## src/rtl/algo_1r6w_wr_feeder_pkg.sv

```systemverilog
// Shared types and constants for the 1r6w write-side feeder.
package algo_1r6w_wr_feeder_pkg;

  localparam int unsigned NUMWRPT = 6;
  localparam logic [8:0] BP_THR_DEFAULT = 9'd64;

  typedef enum logic [1:0] {
    StWaitRdy,
    StRun,
    StDrain,
    StDone
  } state_e;

  function automatic logic [31:0] popcount(input logic [NUMWRPT-1:0] v);
    logic [31:0] c;
    c = '0;
    for (int i = 0; i < NUMWRPT; i++) begin
      c = c + {31'b0, v[i]};
    end
    return c;
  endfunction

endpackage

```

## src/rtl/algo_1r6w_wr_feeder_if.sv

```systemverilog
// Ingress streams, memory write bus and quiesce handshake of the write feeder.
interface algo_1r6w_wr_feeder_if #(
  parameter int unsigned WIDTH   = 32,
  parameter int unsigned BITADDR = 13,
  parameter int unsigned NUMWRPT = 6
);
  logic [NUMWRPT-1:0]         in_vld;
  logic [NUMWRPT-1:0]         in_rdy;
  logic [NUMWRPT*BITADDR-1:0] in_adr;
  logic [NUMWRPT*WIDTH-1:0]   in_din;
  logic                       mem_ready;
  logic                       wr_bp;
  logic [NUMWRPT-1:0]         write;
  logic [NUMWRPT*BITADDR-1:0] wr_adr;
  logic [NUMWRPT*WIDTH-1:0]   din;
  logic [8:0]                 bp_thr;
  logic                       flush;
  logic                       flush_done;
  logic [31:0]                wr_cnt;

  // Feeder side.
  modport master (
    input  in_vld, in_adr, in_din, mem_ready, wr_bp, flush,
    output in_rdy, write, wr_adr, din, bp_thr, flush_done, wr_cnt
  );

  // Producer / memory / software side.
  modport slave (
    output in_vld, in_adr, in_din, mem_ready, wr_bp, flush,
    input  in_rdy, write, wr_adr, din, bp_thr, flush_done, wr_cnt
  );
endinterface

```

## src/rtl/algo_wr_fifo.sv

```systemverilog
// Single-port synchronous FIFO; storage is not reset, only the pointers are.
module algo_wr_fifo #(
  parameter int unsigned DW      = 45,
  parameter int unsigned DEPTH   = 4,
  parameter int unsigned BITFIFO = 2
) (
  input  logic          clk,
  input  logic          rst,
  input  logic          push_i,
  input  logic          pop_i,
  input  logic [DW-1:0] wdata_i,
  output logic [DW-1:0] rdata_o,
  output logic          full_o,
  output logic          empty_o
);
  logic [DW-1:0]      mem_q [DEPTH];
  logic [BITFIFO-1:0] wr_ptr_q, rd_ptr_q;
  logic [BITFIFO:0]   occ_q;

  always_ff @(posedge clk or posedge rst) begin
    if (rst) begin
      wr_ptr_q <= '0;
      rd_ptr_q <= '0;
      occ_q    <= '0;
    end else begin
      if (push_i) wr_ptr_q <= wr_ptr_q + BITFIFO'(1);
      if (pop_i)  rd_ptr_q <= rd_ptr_q + BITFIFO'(1);
      unique case ({push_i, pop_i})
        2'b10:   occ_q <= occ_q + (BITFIFO+1)'(1);
        2'b01:   occ_q <= occ_q - (BITFIFO+1)'(1);
        default: occ_q <= occ_q;
      endcase
    end
  end

  always_ff @(posedge clk) begin
    if (push_i) mem_q[wr_ptr_q] <= wdata_i;
  end

  assign rdata_o = mem_q[rd_ptr_q];
  assign full_o  = (occ_q == (BITFIFO+1)'(DEPTH));
  assign empty_o = (occ_q == '0);
endmodule

```

## src/rtl/algo_1r6w_wr_feeder.sv

```systemverilog
// Write-side initiator: per-port ingress FIFOs feeding the 1r6w memory write bus.
module algo_1r6w_wr_feeder
  import algo_1r6w_wr_feeder_pkg::*;
#(
  parameter int unsigned WIDTH   = 32,
  parameter int unsigned BITADDR = 13,
  parameter int unsigned NUMWRPT = algo_1r6w_wr_feeder_pkg::NUMWRPT,
  parameter int unsigned FIFODEP = 4,
  parameter int unsigned BITFIFO = 2,
  parameter logic [8:0]  BP_THR  = BP_THR_DEFAULT
) (
  input logic                    clk,
  input logic                    rst,
  algo_1r6w_wr_feeder_if.master  bus
);
  localparam int unsigned EntW = BITADDR + WIDTH;

  state_e                     state_q, state_d;
  logic [NUMWRPT-1:0]         push, pop, full, empty, rdy;
  logic [EntW-1:0]            head [NUMWRPT];
  logic [NUMWRPT-1:0]         write_q, write_d;
  logic [NUMWRPT*BITADDR-1:0] wr_adr_q, wr_adr_d;
  logic [NUMWRPT*WIDTH-1:0]   din_q, din_d;
  logic [31:0]                wr_cnt_q, wr_cnt_d;
  logic                       flush_done;

  assign push = bus.in_vld & rdy;

  for (genvar p = 0; p < NUMWRPT; p++) begin : g_fifo
    algo_wr_fifo #(
      .DW      (EntW),
      .DEPTH   (FIFODEP),
      .BITFIFO (BITFIFO)
    ) u_fifo (
      .clk     (clk),
      .rst     (rst),
      .push_i  (push[p]),
      .pop_i   (pop[p]),
      .wdata_i ({bus.in_adr[p*BITADDR +: BITADDR], bus.in_din[p*WIDTH +: WIDTH]}),
      .rdata_o (head[p]),
      .full_o  (full[p]),
      .empty_o (empty[p])
    );
  end

  always_ff @(posedge clk or posedge rst) begin
    if (rst) state_q <= StWaitRdy;
    else     state_q <= state_d;
  end

  always_comb begin
    state_d = state_q;
    unique case (state_q)
      StWaitRdy: if (bus.mem_ready) state_d = StRun;
      StRun: begin
        if (!bus.mem_ready)  state_d = StWaitRdy;
        else if (bus.flush)  state_d = StDrain;
      end
      StDrain: begin
        // Done only once the last popped word has also left the output register.
        if (!bus.mem_ready)                   state_d = StWaitRdy;
        else if (&empty && (write_q == '0))   state_d = StDone;
      end
      StDone:  state_d = StRun;
      default: state_d = StWaitRdy;
    endcase
  end

  always_comb begin
    rdy        = '0;
    pop        = '0;
    flush_done = (state_q == StDone);
    if ((state_q == StRun) || (state_q == StDone)) rdy = ~full;
    if (((state_q == StRun) || (state_q == StDrain)) && !bus.wr_bp) pop = ~empty;
  end

  always_comb begin
    write_d  = pop;
    wr_adr_d = wr_adr_q;
    din_d    = din_q;
    for (int p = 0; p < NUMWRPT; p++) begin
      if (pop[p]) begin
        wr_adr_d[p*BITADDR +: BITADDR] = head[p][WIDTH +: BITADDR];
        din_d[p*WIDTH +: WIDTH]        = head[p][0 +: WIDTH];
      end
    end
    wr_cnt_d = wr_cnt_q + popcount(write_q);
  end

  always_ff @(posedge clk or posedge rst) begin
    if (rst) begin
      write_q  <= '0;
      wr_adr_q <= '0;
      din_q    <= '0;
      wr_cnt_q <= '0;
    end else begin
      write_q  <= write_d;
      wr_adr_q <= wr_adr_d;
      din_q    <= din_d;
      wr_cnt_q <= wr_cnt_d;
    end
  end

  assign bus.in_rdy     = rdy;
  assign bus.write      = write_q;
  assign bus.wr_adr     = wr_adr_q;
  assign bus.din        = din_q;
  assign bus.bp_thr     = BP_THR;
  assign bus.flush_done = flush_done;
  assign bus.wr_cnt     = wr_cnt_q;
endmodule
```

## src/flat_wrapper.sv

```systemverilog
// flat-port wrapper written by rule: the top's interface ports become plain ports
module algo_1r6w_wr_feeder_flat import algo_1r6w_wr_feeder_pkg::*;
#(
  parameter int unsigned WIDTH   = 32,
  parameter int unsigned BITADDR = 13,
  parameter int unsigned NUMWRPT = algo_1r6w_wr_feeder_pkg::NUMWRPT,
  parameter int unsigned FIFODEP = 4,
  parameter int unsigned BITFIFO = 2,
  parameter logic [8:0]  BP_THR  = BP_THR_DEFAULT
)
  (clk, rst, bus_in_vld, bus_in_adr, bus_in_din, bus_mem_ready, bus_wr_bp, bus_flush, bus_in_rdy, bus_write, bus_wr_adr, bus_din, bus_bp_thr, bus_flush_done, bus_wr_cnt);
  algo_1r6w_wr_feeder_if #(.WIDTH(WIDTH), .BITADDR(BITADDR), .NUMWRPT(NUMWRPT)) bus_i ();
  input logic clk;
  input logic rst;
  input wire logic [$bits(bus_i.in_vld)-1:0] bus_in_vld;
  input wire logic [$bits(bus_i.in_adr)-1:0] bus_in_adr;
  input wire logic [$bits(bus_i.in_din)-1:0] bus_in_din;
  input wire logic [$bits(bus_i.mem_ready)-1:0] bus_mem_ready;
  input wire logic [$bits(bus_i.wr_bp)-1:0] bus_wr_bp;
  input wire logic [$bits(bus_i.flush)-1:0] bus_flush;
  output wire logic [$bits(bus_i.in_rdy)-1:0] bus_in_rdy;
  output wire logic [$bits(bus_i.write)-1:0] bus_write;
  output wire logic [$bits(bus_i.wr_adr)-1:0] bus_wr_adr;
  output wire logic [$bits(bus_i.din)-1:0] bus_din;
  output wire logic [$bits(bus_i.bp_thr)-1:0] bus_bp_thr;
  output wire logic [$bits(bus_i.flush_done)-1:0] bus_flush_done;
  output wire logic [$bits(bus_i.wr_cnt)-1:0] bus_wr_cnt;
  assign bus_i.in_vld = bus_in_vld;
  assign bus_i.in_adr = bus_in_adr;
  assign bus_i.in_din = bus_in_din;
  assign bus_i.mem_ready = bus_mem_ready;
  assign bus_i.wr_bp = bus_wr_bp;
  assign bus_i.flush = bus_flush;
  assign bus_in_rdy = bus_i.in_rdy;
  assign bus_write = bus_i.write;
  assign bus_wr_adr = bus_i.wr_adr;
  assign bus_din = bus_i.din;
  assign bus_bp_thr = bus_i.bp_thr;
  assign bus_flush_done = bus_i.flush_done;
  assign bus_wr_cnt = bus_i.wr_cnt;
  algo_1r6w_wr_feeder #(.WIDTH(WIDTH), .BITADDR(BITADDR), .NUMWRPT(NUMWRPT), .FIFODEP(FIFODEP), .BITFIFO(BITFIFO), .BP_THR(BP_THR)) u_core (.clk(clk), .rst(rst), .bus(bus_i));
endmodule
```

## config.mk

```make
export PLATFORM = sky130hd
export DESIGN_NAME = algo_1r6w_wr_feeder_flat
export DESIGN_NICKNAME = d
export VERILOG_FILES = /design/src/rtl/algo_1r6w_wr_feeder_pkg.sv /design/src/rtl/algo_1r6w_wr_feeder_if.sv /design/src/rtl/algo_wr_fifo.sv /design/src/rtl/algo_1r6w_wr_feeder.sv /design/src/flat_wrapper.sv
export SDC_FILE = /design/constraint.sdc
export NUM_CORES = 1
export LEC_CHECK = 0
export CORE_ASPECT_RATIO = 1.75
export CORE_MARGIN = 8
export CORE_UTILIZATION = 30
export CTS_BUF_LIST = sky130_fd_sc_hd__clkbuf_2
export DETAILED_ROUTE_END_ITERATION = 16
export DONT_BUFFER_PORTS = 1
export GPL_TIMING_DRIVEN = 0
export PLACE_DENSITY = 0.45
export SYNTH_ARGS = -nofsm -noshare
export SYNTH_HDL_FRONTEND = slang
export SYNTH_HIERARCHICAL = 1
export SYNTH_SLANG_ARGS = --single-unit
```

## constraint.sdc

```tcl
create_clock -name clk -period 22.7 [get_ports clk]
set_input_delay 1.135 -clock clk [delete_from_list [all_inputs] [get_ports clk]]
set_output_delay 1.135 -clock clk [all_outputs]
set_load 0.01 [all_outputs]
```

== Yosys cells after proc, flatten, opt, wreduce, memory -nomap -nowiden ==
Memory sizes are Yosys's and may differ from the RTL's. A register that Yosys moved wholly into a read port is not among the register bits.
Index checks and enable logic that the tools add are counted.
Storage, ports and cells
  register bits after elaboration: 82
  latch bits: 0
  bits in writable memories: 1080
  memory bits (read-only): 0
  input bits: 281
  word-level logic and storage cells: 131
  memories kept: 6
Cells by class
  add/subtract/negate cells: 30
  multiply operators: 0
  divide/modulo/power cells: 0
  order comparisons: 0
  eq/ne operators: 24
  shifts and indexed selects: 0
  mux-type cells: 26
  bitwise operators: 3
  reduce and logical (&&, ||, !) cells: 21
Memory list
  u_core.g_fifo[0].u_fifo.mem_q: words 4, width 45, read ports 1, clocked after Yosys merged registers in 1, write ports 1, RTL line algo_wr_fifo.sv:16  | logic [DW-1:0] mem_q [DEPTH];
  u_core.g_fifo[1].u_fifo.mem_q: words 4, width 45, read ports 1, clocked after Yosys merged registers in 1, write ports 1, RTL line algo_wr_fifo.sv:16
  u_core.g_fifo[2].u_fifo.mem_q: words 4, width 45, read ports 1, clocked after Yosys merged registers in 1, write ports 1, RTL line algo_wr_fifo.sv:16
  u_core.g_fifo[3].u_fifo.mem_q: words 4, width 45, read ports 1, clocked after Yosys merged registers in 1, write ports 1, RTL line algo_wr_fifo.sv:16
  u_core.g_fifo[4].u_fifo.mem_q: words 4, width 45, read ports 1, clocked after Yosys merged registers in 1, write ports 1, RTL line algo_wr_fifo.sv:16
  u_core.g_fifo[5].u_fifo.mem_q: words 4, width 45, read ports 1, clocked after Yosys merged registers in 1, write ports 1, RTL line algo_wr_fifo.sv:16
Operators by type and width (count)
  $add A32 B1 Y32: 4
  $pmux W3 S2: 6
  $add A32 B32 Y32: 1
  $add A2 B1 Y2 const B: 12
  $add A3 B1 Y3 const B: 6
  $eq A3 B3 Y1 const B: 6
  $logic_not A3 Y1: 6
  $sub A3 B1 Y3 const B: 6
  $eq A2 B2 Y1 const B: 8
  $eq A2 B1 Y1 const B: 7
  $mux W1: 12
  $mux W6: 2
  $not A6 Y6: 2
  $reduce_bool A2 Y1: 6
  $mux W2: 5
  $pmux W2 S4: 1
  $and A6 B6 Y6: 1
  $logic_not A6 Y1: 1
  $reduce_and A6 Y1: 1
  $ne A3 B2 Y1 const B: 1
  $ne A3 B3 Y1 const B: 1
  $reduce_and A3 Y1: 1
  $add A1 B1 Y2: 1
  $logic_and A1 B1 Y1: 2
  4 further kinds: 5

== Depth between registers and ports, before layout ==
Gate-level depths: netlist (run 1).
  depth after elaboration: 6
  gate-level depth with buffers: 12

== By module ==
Netlist (run 1), hierarchy kept.
Modules (own cells, without submodules)
  algo_wr_fifo: instances 6, cells an instance 272, area an instance 6916.6 um^2
  algo_1r6w_wr_feeder: instances 1, cells an instance 770, area an instance 12233.0 um^2

== Worst setup path before layout (run 1) ==
No wires, ideal clock.
  kind: register -> register
  start point: reg u_core.write_q[0], in the netlist u_core/bus.write[0]
  end point: reg u_core.wr_cnt_q[16], in the netlist u_core/bus.wr_cnt[16]
  setup time: 0.079 ns
  data arrival time: 3.095 ns
  required time: 22.621 ns
  path slack: 19.526 ns
  stages on the path, launching flop included: 10
  buffers on the path: 0
  clock period less this slack: 3.174 ns
  cell sequence: dfrtp_1 -> fa_1 -> inv_1 -> fa_1 -> fa_1 -> fa_1 -> and2b_1 -> o21ai_0 -> nor4_2 -> xor2_1
On the way
  word-level cells in the longest chain between the ends: 6
Ends and longest elaborated chain
  start, declared: RTL line algo_1r6w_wr_feeder.sv:21  | logic [NUMWRPT-1:0] write_q, write_d;
  start signal, assigned: RTL line algo_1r6w_wr_feeder.sv:97  | write_q <= write_d;
  $add A1 B1 Y2: RTL line algo_1r6w_wr_feeder_pkg.sv:18  | c = c + {31'b0, v[i]};
  $add A32 B1 Y32 (4 in a row): RTL line algo_1r6w_wr_feeder_pkg.sv:18
  $add A32 B32 Y32: RTL line algo_1r6w_wr_feeder.sv:87  | wr_cnt_d = wr_cnt_q + popcount(write_q);
  net u_core.wr_cnt_d[16]: RTL line algo_1r6w_wr_feeder.sv:24  | logic [31:0] wr_cnt_q, wr_cnt_d;
  end signal, assigned: RTL line algo_1r6w_wr_feeder.sv:100  | wr_cnt_q <= wr_cnt_d;
  end, declared: RTL line algo_1r6w_wr_feeder.sv:24
The timed path passes the listed nets, and every way through them passes these cells.
A chain may end at the register's enable or synchronous reset.

== Final worst setup path (run 1) ==
  start point: reg u_core.state_q[0]
  end point: out bus_in_rdy[3]
On the way
  word-level cells in the longest chain between the ends: 3
Ends and longest elaborated chain
  start, declared: RTL line algo_1r6w_wr_feeder.sv:18  | state_e state_q, state_d;
  start signal, assigned: RTL line algo_1r6w_wr_feeder.sv:47  | if (rst) state_q <= StWaitRdy;
  start signal, assigned: RTL line algo_1r6w_wr_feeder.sv:48  | else state_q <= state_d;
  $eq A2 B2 Y1
  net bus_flush_done: RTL line flat_wrapper.sv:26  | output wire logic [$bits(bus_i.flush_done)-1:0] bus_flush_done;
  $logic_or A1 B1 Y1: RTL line algo_1r6w_wr_feeder.sv:73  | if ((state_q == StRun) || (state_q == StDone)) rdy = ~full;
  $mux W6: RTL line algo_1r6w_wr_feeder.sv:73
  end, declared: RTL line flat_wrapper.sv:21  | output wire logic [$bits(bus_i.in_rdy)-1:0] bus_in_rdy;
The timed path passes the listed nets, and every way through them passes these cells.

==> results of run 1 <==
## state kept, by name, summed over array words and instances, names as in the netlist
signal                         count
u_core/g_fifo.u_fifo/mem_q      1080
u_core/bus.din                   192
u_core/bus.wr_adr                 78
u_core/bus.wr_cnt                 32
u_core/g_fifo.u_fifo/occ_q        18
u_core/g_fifo.u_fifo/rd_ptr_q     12
u_core/g_fifo.u_fifo/wr_ptr_q     12
u_core/bus.write                   6
u_core/state_q                     2
## cell type report
cell class,instances,share of cell area (%)
inverter,59,0.361
timing repair buffer,305,5.15
clock inverter,120,1.32
multi-input combinational,820,18.1
clock buffer,498,3.93
antenna,28,0.110
buffer,98,1.38
tap,2380,4.69
sequential,1432,65.0
## cell families (layout without fill, tap and decap cells)
family / Yosys count / count (layout) / synth area share (%)
other: 2 / 37 / 0.0140
buffers and inverters: 157 / 1080 / 2.05
xor gates and xnor gates: 66 / 66 / 1.08
and+or+nand+nor: 132 / 132 / 1.54
muxes: 547 / 547 / 17.1
adders and majority gates: 48 / 48 / 1.26
AOI/OAI and AO/OA: 18 / 18 / 0.214
DFF: 1432 / 1432 / 76.7
## where the power goes
part / total, W / leakage (nW) / switching [W] / internal, W
Combinational: 0.00215 / 5.96 / 0.00105 / 0.00110
Clock: 0.00177 / 2.48 / 0.00105 / 0.000723
Sequential: 0.00402 / 14.0 / 0.000554 / 0.00346
Total: 0.00794 / 22.4 / 0.00265 / 0.00529
## through the flow
step	cell area [µm²]	hold WS [ns]
after floorplan	53800	0.457
after global placement	56700	0.474
after detailed placement	57200	0.482
after CTS	63400	0.00352
after global routing	63400	0.0781
final	63400	0.359
## per-layer routing
layer  GRT usage (%)  vias to the layer above  share of wire (%)
met5               0                        -               0.19
met4            4.63                       42                2.6
met3            7.04                      303                 11
met2            24.1                      938                 50
met1            15.3                    13400                 37
li1                -                    11100                  -
## worst reg2reg max path: stages (launching register included)
cell and delay [ns]:
dfrtp_1 0.56, fa_1 0.61, inv_1 0.05, fa_1 0.45
fa_1 0.53, fa_1 0.45, and2b_1 0.30, o21ai_0 0.43
nor4_2 0.48, xor2_1 0.18
## worst paths after layout
path | start | endpoint | slack, ns
max in group asynchronous | rst | u_core/bus.wr_adr[51]$_DFFE_PP0P_ | 20.77
worst max-delay path | u_core/state_q[0]$_DFFE_PP0P_ | bus_in_rdy[3] | 18.37
worst max register to register | u_core/bus.write[0]$_DFF_PP0_ | u_core/bus.wr_cnt[16]$_DFF_PP0_ | 18.47
min in group asynchronous | rst | u_core/g_fifo[1].u_fifo/wr_ptr_q[1]$_DFFE_PP0P_ | 0.59
worst min register to register | u_core/g_fifo[4].u_fifo/occ_q[2]$_DFFE_PP0P_ | u_core/g_fifo[4].u_fifo/occ_q[2]$_DFFE_PP0P_ | 0.50
worst min-delay path | bus_in_din[44] | u_core/g_fifo[1].u_fifo/mem_q[0][12]$_DFFE_PP_ | 0.36
## cell usage in the layout (no fill, tap or decap), drive strengths merged, types with 8 or more instances in the layout
cell,count
conb,9
clkinv,98
ha,38
dfrtp,352
and3,12
xnor2,34
and2,33
mux4,270
mux2,270
clkbuf,499
edfxtp,1080
nand4,10
nand2,23
inv,65
xor2,32
diode,28
dlygate4sd3,286
bufinv,11
buf,116
fa,10
nor2,21
o21ai,8
nor3,11
## repair_timing
action | CTS | global route
gates resized for setup | 0 | 0
setup buffers | 0 | 0
hold endpoints to repair | 1422 | 0
hold buffers | 286 | 0
==> key figures, run 1 <==
Status
  – Outcome: finished, final reports clean

Synthesis
  – Synth unique cells: 43
  – YS warnings: 6
  – Count leader, synth: edfxtp_1
  – Area fraction of the dominant cell type after synthesis: about three fifths
  – Sequential area share after synthesis: 76.7%
  – Mean Syn Cell Area: between 20 and 25 µm²
  – Yosys reg bits: 1,432
  – Post-synth top cells: edfxtp_1, dfrtp_1, mux4_2
  – Area of the mapped netlist: 0.0537 mm²
  – Synth area leaders: edfxtp_1, dfrtp_1, mux4_2
  – Post-synth EDFFs: 1,080
  – Async set-reset flop share out of synthesis: 24.6%
  – Leading area contributor after synthesis: edfxtp_1
  – Most common flop cell mapped by yosys: edfxtp_1
  – Mapped Cells: 2,402

Worst hold path
  – HP Class: in -> reg
  – Hold Path Depth: 1

Timing
  – Final WS setup: 18.37 ns
  – Skew final: 0.246 ns
  – RSZ-0062 raised after global routing: no
  – Worst-Margin Slew: 1.22 ns
  – Slew HR: roughly 18%
  – Fin. max-slew vios: 0
  – Setup violators final: 0
  – Final hold violations: 0
  – Tmin final: 4.33 ns
  – Setup TNS: 0 ns
  – FMAX: 0.231 GHz
  – Final cycle utilization of the critical path: between 10% and 20%

Placed design
  – Worst slack at placement: 18.62 ns
  – DP Cell Count: 4,808
  – IO buf count: 0
  – Placer Congestion: 0.724
  – Hpwl dp: slightly above 90 mm

Route
  – Detail Route Antenna Nets: 0
  – Routed vias/inst: 4.50
  – First-pass DRT Iterations: 4
  – Final wirelength: 139 mm
  – WL/cell: between 20 and 25 µm
  – Number of DRC markers in iteration 0: approximately 1.1k
  – Final routed DRC violation total: 0
  – DR vias: 25.8k

Power and ir drop
  – Total power: 0.00794 W
  – Peak supply drop: 0.0619 mV
  – Power Dens Cells: ~130 mW/mm²
  – Static leakage: 22.4 nW

Clock network
  – H-Tree Depth: 5
  – Maximum clock insertion buffer count: 4
  – Sink Count: 1,432
  – Cts bufs inserted: 340
  – CTS tree: built
  – Worst-path clk slew: 0.11 ns
  – Clock insertion delay at the later pin of the skew report: roughly 1.5 ns
  – Clock root cell: clkbuf_2

Setup path
  – CP endpoint kind: primary output
  – Stages on the worst setup path: 3
  – Crit-path most repeated cell: nor2_1
  – Crit path kind: reg -> out
  – Buf/Inv on CP: 0
  – CP peak stage delay: roughly 0.73 ns
  – Critical Path AT: 3.19 ns
  – Worst Path Required: 21.57 ns
  – Crit path max-delay cell type: nor2_1
  – CP startpoint kind: register
  – Crit-path max FO: 6
  – Cell family with most CP delay: simple AND/OR/NAND/NOR gates
  – Worst Reg-to-Reg Cells: 9
  – Worst-path cell chain: ha_1 > nor2_1 > nor2_1

Floorplan
  – Die ar.: 0.193 mm²
  – Ports: 605
  – Height of the die: 576 µm
  – # rows: between 200 and 250
  – Chip width: 336 µm
  – Core footprint: 0.178 mm²
  – Starting density of the core: 30.2%

Cells and area
  – Nets: 3,385
  – Finished Layout Cells: 5,740
  – Core Util, Final: between 30% and 40%
  – Layout cells sized above 1: 36.9%
  – Area occupied by multi-input gates: ~0.011 mm²
  – Fillcell total: roughly 17k
  – Register area: 0.0412 mm²
  – Area added between synthesis and finish: 18.1%

GRT
  – Initial antenna violation count: 47
  – Vias in the first global route: 29.4k
  – Largest net degree at the start of global routing: 106
  – Tot GR Track Use: 14.2%
  – GR Overflow Total: 0
  – Global-route wire length before repair: 202 mm

Flow run
  – Max cap viols: 0
No activity file was read; power rests on OpenSTA's default activity.
==> run 2, diff against run 1 <==
==> constraint.sdc (replaced) <==
create_clock -name clk -period 4.1 [get_ports clk]
set_input_delay 0.205 -clock clk [delete_from_list [all_inputs] [get_ports clk]]
set_output_delay 0.205 -clock clk [all_outputs]
set_load 0.01 [all_outputs]
==> run 2 against run 1 <==
Effect of this change:
- power grew to 5.6 times the previous value
- wire length is 1.8% higher
- global-route usage is 0.31 points higher
- cell count rose by 9.7%
- largest cell class unchanged
- worst setup slack got worse by 18 ns
- die area is the same
- via count grew 7.6%
- utilization rose by 3.3 points
- count of clock-buffer cells in the layout shrank 1
- sequential power grew to 5.5 times the previous value
- hold slack gained 0.086 ns
==> key figures, run 2 (synthesized netlist as in run 1, its figures left out) <==
Status
  – Outcome: finished, final reports clean

Setup path
  – CP endpoint kind: register
  – CP peak stage delay: 0.56 ns (-0.17 ns)
  – Crit-path max FO: 4 (-2)
  – Crit-path most repeated cell: fa_1
  – Crit path kind: reg -> reg
  – Crit path max-delay cell type: fa_1
  – Worst Path Required: 5.31 ns (-16.26 ns)
  – CP startpoint kind: register
  – Worst-path cell chain: fa_1 > inv_1 > fa_1 > fa_1 > fa_1 > and2b_1 > o21ai_1 > nor4_2 > xor2_1
  – Critical Path AT: 5.11 ns (+1.92 ns)

Floorplan
  – Height of the die: 576 µm (unchanged)
  – Starting density of the core: 30.2% (unchanged)
  – Chip width: 336 µm (unchanged)
  – Ports: 605 (unchanged)
  – # rows: 205 (unchanged)
  – Core footprint: 0.178 mm² (unchanged)
  – Die ar.: 0.193 mm² (unchanged)

GRT
  – Vias in the first global route: 32.5k (+10%)
  – Met3 usage: 6.12% (-0.92 points)
  – Met1 usage: 15.7% (+0.38 points)
  – M2 GR Usage: 25.4% (+1.2 points)
  – Tot GR Track Use: 14.5% (+0.31 points)
  – GRT Max-Usage Layer: met2
  – Initial antenna violation count: 13 (-72%)
  – Global-route wire length before repair: 210 mm (+4.0%)
  – GR Overflow Total: 0 (unchanged)
  – Largest net degree at the start of global routing: 46 (-57%)

Cells and area
  – Area added between synthesis and finish: 28.9%
  – Core Util, Final: 38.9% (+3.3 points)
  – Nets: 3,952 (+17%)
  – Max reg flops: 1,080 (unchanged)
  – Most frequent cells in the layout: edfxtp_1, dlygate4sd3_1, clkbuf_2
  – Finished Layout Cells: 6,294 (+9.7%)
  – Most common cell after layout, fill and taps aside: edfxtp_1
  – Layout cells sized above 1: 31.8% (-5.1 points)
  – Most flops, register: u_core/g_fifo.u_fifo/mem_q

Placed design
  – DP Cell Count: 4,816 (+0.17%)
  – Placer Congestion: 0.730 (+0.76%)
  – IO buf count: 0 (unchanged)
  – Hpwl dp: 95.1 mm (+1.9%)
  – Worst slack at placement: 0.0250 ns (-18.59 ns)

Timing
  – Final cycle utilization of the critical path: 95.0%
  – Hold_ws: 0.445 ns (+0.0857 ns)
  – Tmin final: 3.90 ns
  – Fin. max-slew vios: 0 (unchanged)
  – Final WS setup: 0.204 ns (-18.17 ns)
  – Worst-Margin Slew: 0.881 ns (-0.339 ns)
  – Skew final: 0.171 ns (-0.0754 ns)
  – Setup violators final: 0 (unchanged)
  – RSZ-0062 raised after global routing: no
  – FMAX: 0.257 GHz
  – Slew HR: 41.3% (+23 points)
  – Final hold violations: 0 (unchanged)

Route
  – Number of DRC markers in iteration 0: 1,094 (-4.1%)
  – Final routed DRC violation total: 0 (unchanged)
  – DR vias: 27.8k (+7.6%)
  – WL/cell: 22.6 µm (-7.1%)
  – Detail Route Antenna Nets: 0 (unchanged)
  – Routed vias/inst: 4.41 (-1.9%)
  – First-pass DRT Iterations: 4 (unchanged)
  – Final wirelength: 142 mm (+1.8%)

Power and ir drop
  – Switching share of power: 33.0% (-0.38 points)
  – Peak supply drop: 0.336 mV (+440%)
  – Static leakage: 24.9 nW (+11%)
  – Flop pwr share: 49.7% (-0.9 points)
  – Power Dens Cells: 646 mW/mm² (+420%)
  – Total power: 0.0448 W (+460%)
  – Pint: 0.0300 W (+470%)
  – Sw power: 0.0148 W (+460%)
  – Clock power frac: 22.3% (about the same)
  – Combinational power share: 28.0% (+0.9 points)

Clock network
  – Clock root cell: clkbuf_2
  – CTS tree: built
  – Cts bufs inserted: 337 (-0.88%)
  – Worst-path clk slew: 0.11 ns (about the same)
  – H-Tree Depth: 5 (unchanged)
  – Maximum clock insertion buffer count: 4 (unchanged)
  – Post-CTS setup buffer count: 0 (unchanged)
  – Clock insertion delay at the later pin of the skew report: 1.50 ns (+0.05 ns)
  – Sink Count: 1,432 (unchanged)

Flow run
  – Max cap viols: 0 (unchanged)

Worst hold path
  – HP Class: in -> reg
## run 2: final timing paths
check                                                             start                                               to  slack (ns)  cells after the start
setup / recovery                          u_core/bus.write[0]$_DFF_PP0_                  u_core/bus.wr_cnt[16]$_DFF_PP0_        0.20                      9
hold / removal                                            bus_in_vld[4]  u_core/g_fifo[4].u_fifo/wr_ptr_q[0]$_DFFE_PP0P_        0.45                      4
setup reg to reg                          u_core/bus.write[0]$_DFF_PP0_                  u_core/bus.wr_cnt[16]$_DFF_PP0_        0.20                      9
hold reg to reg            u_core/g_fifo[2].u_fifo/occ_q[2]$_DFFE_PP0P_     u_core/g_fifo[2].u_fifo/occ_q[2]$_DFFE_PP0P_        0.50                      1
max in group asynchronous                                           rst                  u_core/bus.din[173]$_DFFE_PP0P_        2.02                      7
min in group asynchronous                                           rst  u_core/g_fifo[5].u_fifo/wr_ptr_q[1]$_DFFE_PP0P_        0.77                      4
## run 2: power by group through the flow
stage,logic (W),registers (W),clock network [W]
after floorplan,0.00897,0.0213,0
after detailed placement,0.0120,0.0228,0
after global routing,0.0137,0.0228,0.0112
after global placement,0.0114,0.0228,0
after CTS,0.0129,0.0224,0.0106
final,0.0125,0.0222,0.0100
## run 2: layout make-up
class | instances | area [µm²]
diodes | 14 | 35.0
plain buffers | 98 | 878
clock buffers | 497 | 2490
clock inverters | 119 | 930
fillers | 16600 | 109000
inverters | 59 | 225
multi-input cells | 820 | 11500
flip-flops and latches | 1432 | 41200
well taps | 2380 | 2980
repair buffers | 875 | 9030
## run 2: routing by layer
metal	part of all wire (%)	vias up
met3	9.4	263
li1	-	12300
met4	2.7	4
met2	51	871
met1	37	14400
met5	0.020	-
## run 2: repair_timing
| item | 4_1_cts | 5_1_grt |
|---|---|---|
| setup endpoints to repair | 3 | 18 |
| hold buffers | 848 | 0 |
| gates resized for setup | 1 | 3 |
| hold endpoints to repair | 2832 | 0 |
## run 2: per-stage QoR
stage	instance area, µm²	TNS [ns]
detailed placement	57300	0
global placement	56700	-1569.98
global route	69300	0
finish	69300	0
floorplan	53800	-71.90
CTS	69200	0
## run 2: critical path, delay by kind of cell, from the launching register on
family	cells	cell delay, ns
DFF	1	0.53
AOI/OAI and AO/OA	1	0.25
and+or+nand+nor	2	0.68
buffers and inverters	1	0.05
adders and majority gates	4	1.96
xor gates and xnor gates	1	0.18
==> run 3, diff against run 2 <==
--- a/config.mk
+++ b/config.mk
@@ -12,7 +12,7 @@
 export DETAILED_ROUTE_END_ITERATION = 16
 export DONT_BUFFER_PORTS = 1
 export GPL_TIMING_DRIVEN = 0
-export PLACE_DENSITY = 0.45
+export PLACE_DENSITY = 0.46
 export SYNTH_ARGS = -nofsm -noshare
 export SYNTH_HDL_FRONTEND = slang
 export SYNTH_HIERARCHICAL = 1
==> constraint.sdc (replaced) <==
create_clock -name clk -period 3.3 [get_ports clk]
set_input_delay 0.165 -clock clk [delete_from_list [all_inputs] [get_ports clk]]
set_output_delay 0.165 -clock clk [all_outputs]
set_load 0.01 [all_outputs]
==> run 3 against run 2 <==
Effect of this change:
- the flow now finishes with violations (setup timing)
- global-route usage grew 0.10 points
- via count grew 1.7%
- clock skew shrank 0.00080 ns
- wire length grew 3.7%
- power grew 24%
- register-to-register slack lost 0.43 ns
- count of clock-buffer cells in the layout shrank 18
- sequential power grew 25%
- cell area grew 0.15%
- hold slack lost 0.098 ns
- clock power grew 16%
- critical path depth grew 1
==> key figures, run 3 (synthesized netlist as in run 1, its figures left out) <==
Status
  – Outcome: complete, but fails checks
  – Failing checks: setup timing

Cells and area
  – Area added between synthesis and finish: 29.1%
  – Final instance area: 0.0694 mm² (+0.15%)
  – Most flops, register: u_core/g_fifo.u_fifo/mem_q
  – Area occupied by multi-input gates: 0.0117 mm² (+2.1%)
  – Fillcell total: 16.6k (-0.39%)
  – Layout cells sized above 1: 32.5% (+0.72 points)
  – Most common cell after layout, fill and taps aside: edfxtp_1
  – Most frequent cells in the layout: edfxtp_1, dlygate4sd3_1, clkbuf_2
  – Max reg flops: 1,080 (unchanged)
  – Register area: 0.0412 mm² (unchanged)
  – Nets: 3,988 (+0.91%)

Power and ir drop
  – Sw power: 0.0188 W (+27%)
  – Switching share of power: 34.0% (+0.97 points)
  – Pint: 0.0366 W (+22%)
  – Power Dens Cells: 799 mW/mm² (+24%)
  – Combinational power share: 29.1% (+1.1 points)
  – Peak supply drop: 0.470 mV (+40%)
  – Static leakage: 24.9 nW (+0.21%)
  – Clock power frac: 20.9% (-1.4 points)
  – Flop pwr share: 50.0% (+0.3 points)
  – Total power: 0.0554 W (+24%)

Clock network
  – Clock insertion delay at the later pin of the skew report: 1.43 ns (-0.07 ns)
  – Cts bufs inserted: 340 (+0.89%)
  – Clock root cell: clkbuf_2
  – Sink Count: 1,432 (unchanged)
  – CTS tree: built
  – Worst-path clk slew: 0.11 ns (about the same)
  – Maximum clock insertion buffer count: 4 (unchanged)
  – H-Tree Depth: 5 (unchanged)

Flow run
  – Max cap viols: 0 (unchanged)

Setup path
  – Worst Reg-to-Reg Cells: 10 (+1)
  – Critical Path AT: 4.75 ns (-0.36 ns)
  – Worst Path Required: 4.52 ns (-0.79 ns)
  – CP startpoint kind: register
  – CP endpoint: u_core/bus.wr_cnt[9]$_DFF_PP0_
  – CP peak stage delay: 0.55 ns (about the same)
  – CP startpoint: u_core/bus.write[1]$_DFF_PP0_
  – FF-to-FF End: u_core/bus.wr_cnt[9]$_DFF_PP0_
  – R2R Setup Slk: -0.23 ns (-0.43 ns)
  – Worst r2r src: u_core/bus.write[1]$_DFF_PP0_
  – CP endpoint kind: register
  – Crit path max-delay cell type: fa_1
  – Crit-path max FO: 10 (+6)
  – Crit path kind: reg -> reg
  – Worst-path cell chain: fa_1 > inv_1 > fa_1 > fa_2 > nand2b_1 > a211oi_4 > buf_4 > buf_4 > nand4_1 > xnor2_1

Placed design
  – IO buf count: 0 (unchanged)
  – Worst slack at placement: -0.725 ns (-0.750 ns)
  – Post-DP Area: 0.0573 mm² (about the same)
  – Placer Congestion: 0.723 (-1.0%)
  – Hpwl dp: 94.8 mm (-0.25%)

GRT
  – Tot GR Track Use: 14.6% (+0.10 points)
  – Initial antenna violation count: 11 (-2)
  – Largest net degree at the start of global routing: 46 (unchanged)
  – Vias in the first global route: 32.7k (+0.82%)
  – GR Overflow Total: 0 (unchanged)
  – Global-route wire length before repair: 213 mm (+1.1%)

Floorplan
  – Die ar.: 0.193 mm² (unchanged)
  – Chip width: 336 µm (unchanged)
  – Height of the die: 576 µm (unchanged)
  – Ports: 605 (unchanged)
  – Core footprint: 0.178 mm² (unchanged)
  – Starting density of the core: 30.2% (unchanged)
  – # rows: 205 (unchanged)

Timing
  – Worst-Margin Slew: 0.866 ns (-0.0154 ns)
  – Fin. max-slew vios: 0 (unchanged)
  – Slew HR: 41.9% (+0.59 points)
  – FMAX: 0.283 GHz (+10%)
  – Final hold violations: 0 (unchanged)
  – Final WS setup: -0.230 ns (-0.434 ns)
  – Tmin final: 3.53 ns (-0.366 ns)
  – RSZ-0062 raised after global routing: yes
  – Setup violators final: 25 (+25)
  – Skew final: 0.170 ns (-0.000801 ns)
  – Final cycle utilization of the critical path: 107% (+12 points)

Route
  – Final wirelength: 147 mm (+3.7%)
  – WL/cell: 23.3 µm (+3.2%)
  – Routed vias/inst: 4.46 (+1.2%)
  – Final routed DRC violation total: 0 (unchanged)
  – First-pass DRT Iterations: 6 (+2)
  – Number of DRC markers in iteration 0: 1,221 (+12%)
  – Detail Route Antenna Nets: 0 (unchanged)
  – DR vias: 28.2k (+1.7%)

Worst hold path
  – HP Class: in -> reg
  – Hold Path Depth: 4 (unchanged)
run 3: power groups by stage:
stage / Combinational [W] / Sequential, W / Clock, W
2_1_floorplan: 0.0111 / 0.0264 / 0
3_3_place_gp: 0.0142 / 0.0283 / 0
3_5_place_dp: 0.0149 / 0.0283 / 0
4_1_cts: 0.0163 / 0.0279 / 0.0123
5_1_grt: 0.0175 / 0.0283 / 0.0131
6_report: 0.0161 / 0.0277 / 0.0116
run 3: metal layers:
metal,vias up,track usage (%),wire length (µm)
li1,12400,-,-
met1,14700,15.9,54500
met2,945,25.3,75100
met3,271,6.18,13600
met4,4,5.14,3980
met5,-,0,23
run 3: cell type report:
cell class              count  share of cell area [%]
plain buffers              98                    1.27
clock inverters           135                    1.06
inverters                  59                   0.325
diodes                     16                  0.0577
clock buffers             479                    3.46
repair buffers            896                    13.2
multi-input cells         832                    16.9
well taps                2380                    4.29
flip-flops and latches   1432                    59.4
run 3: what timing repair did:
action,in CTS,in global routing
setup buffers,6,21
gates cloned,0,12
gates resized for setup,33,14
setup endpoints to repair,457,868
hold endpoints to repair,2832,45
pin swaps,8,19
hold buffers,848,2
run 3: how the worst min path moves through the flow:
stage / startpoint / to / slack, ns
2_1_floorplan: rst / u_core/g_fifo[0].u_fifo/occ_q[0]$_DFFE_PP0P_ / -0.03
3_3_place_gp: rst / u_core/g_fifo[4].u_fifo/occ_q[1]$_DFFE_PP0P_ / 0.03
3_5_place_dp: rst / u_core/g_fifo[4].u_fifo/occ_q[1]$_DFFE_PP0P_ / 0.04
4_1_cts: bus_in_vld[4] / u_core/g_fifo[4].u_fifo/wr_ptr_q[1]$_DFFE_PP0P_ / 0.006
5_1_grt: bus_in_vld[1] / u_core/g_fifo[1].u_fifo/wr_ptr_q[0]$_DFFE_PP0P_ / 0.07
6_report: bus_in_vld[1] / u_core/g_fifo[1].u_fifo/wr_ptr_q[0]$_DFFE_PP0P_ / 0.35
run 3: stage by stage:
step	utilization, %	std cells	TNS [ns]	hold WS (ns)
3_3_place_gp	31.9	4789	-2640.46	0.0282
2_1_floorplan	-	2409	-307.50	-0.0316
6_report	39.0	6327	-3.08	0.347
4_1_cts	38.8	6282	-61.36	0.00644
5_1_grt	39.0	6322	-7.09	0.0663
3_5_place_dp	32.2	4814	-14.59	0.0368
run 3: worst max-delay path: cells and delay by family, from the launching register on:
kind	cells	cell delay (ns)
adders and majority gates	3	1.43
xor gates and xnor gates	1	0.24
buffers and inverters	3	0.43
DFF	1	0.54
AOI/OAI and AO/OA	1	0.25
and+or+nand+nor	2	0.41
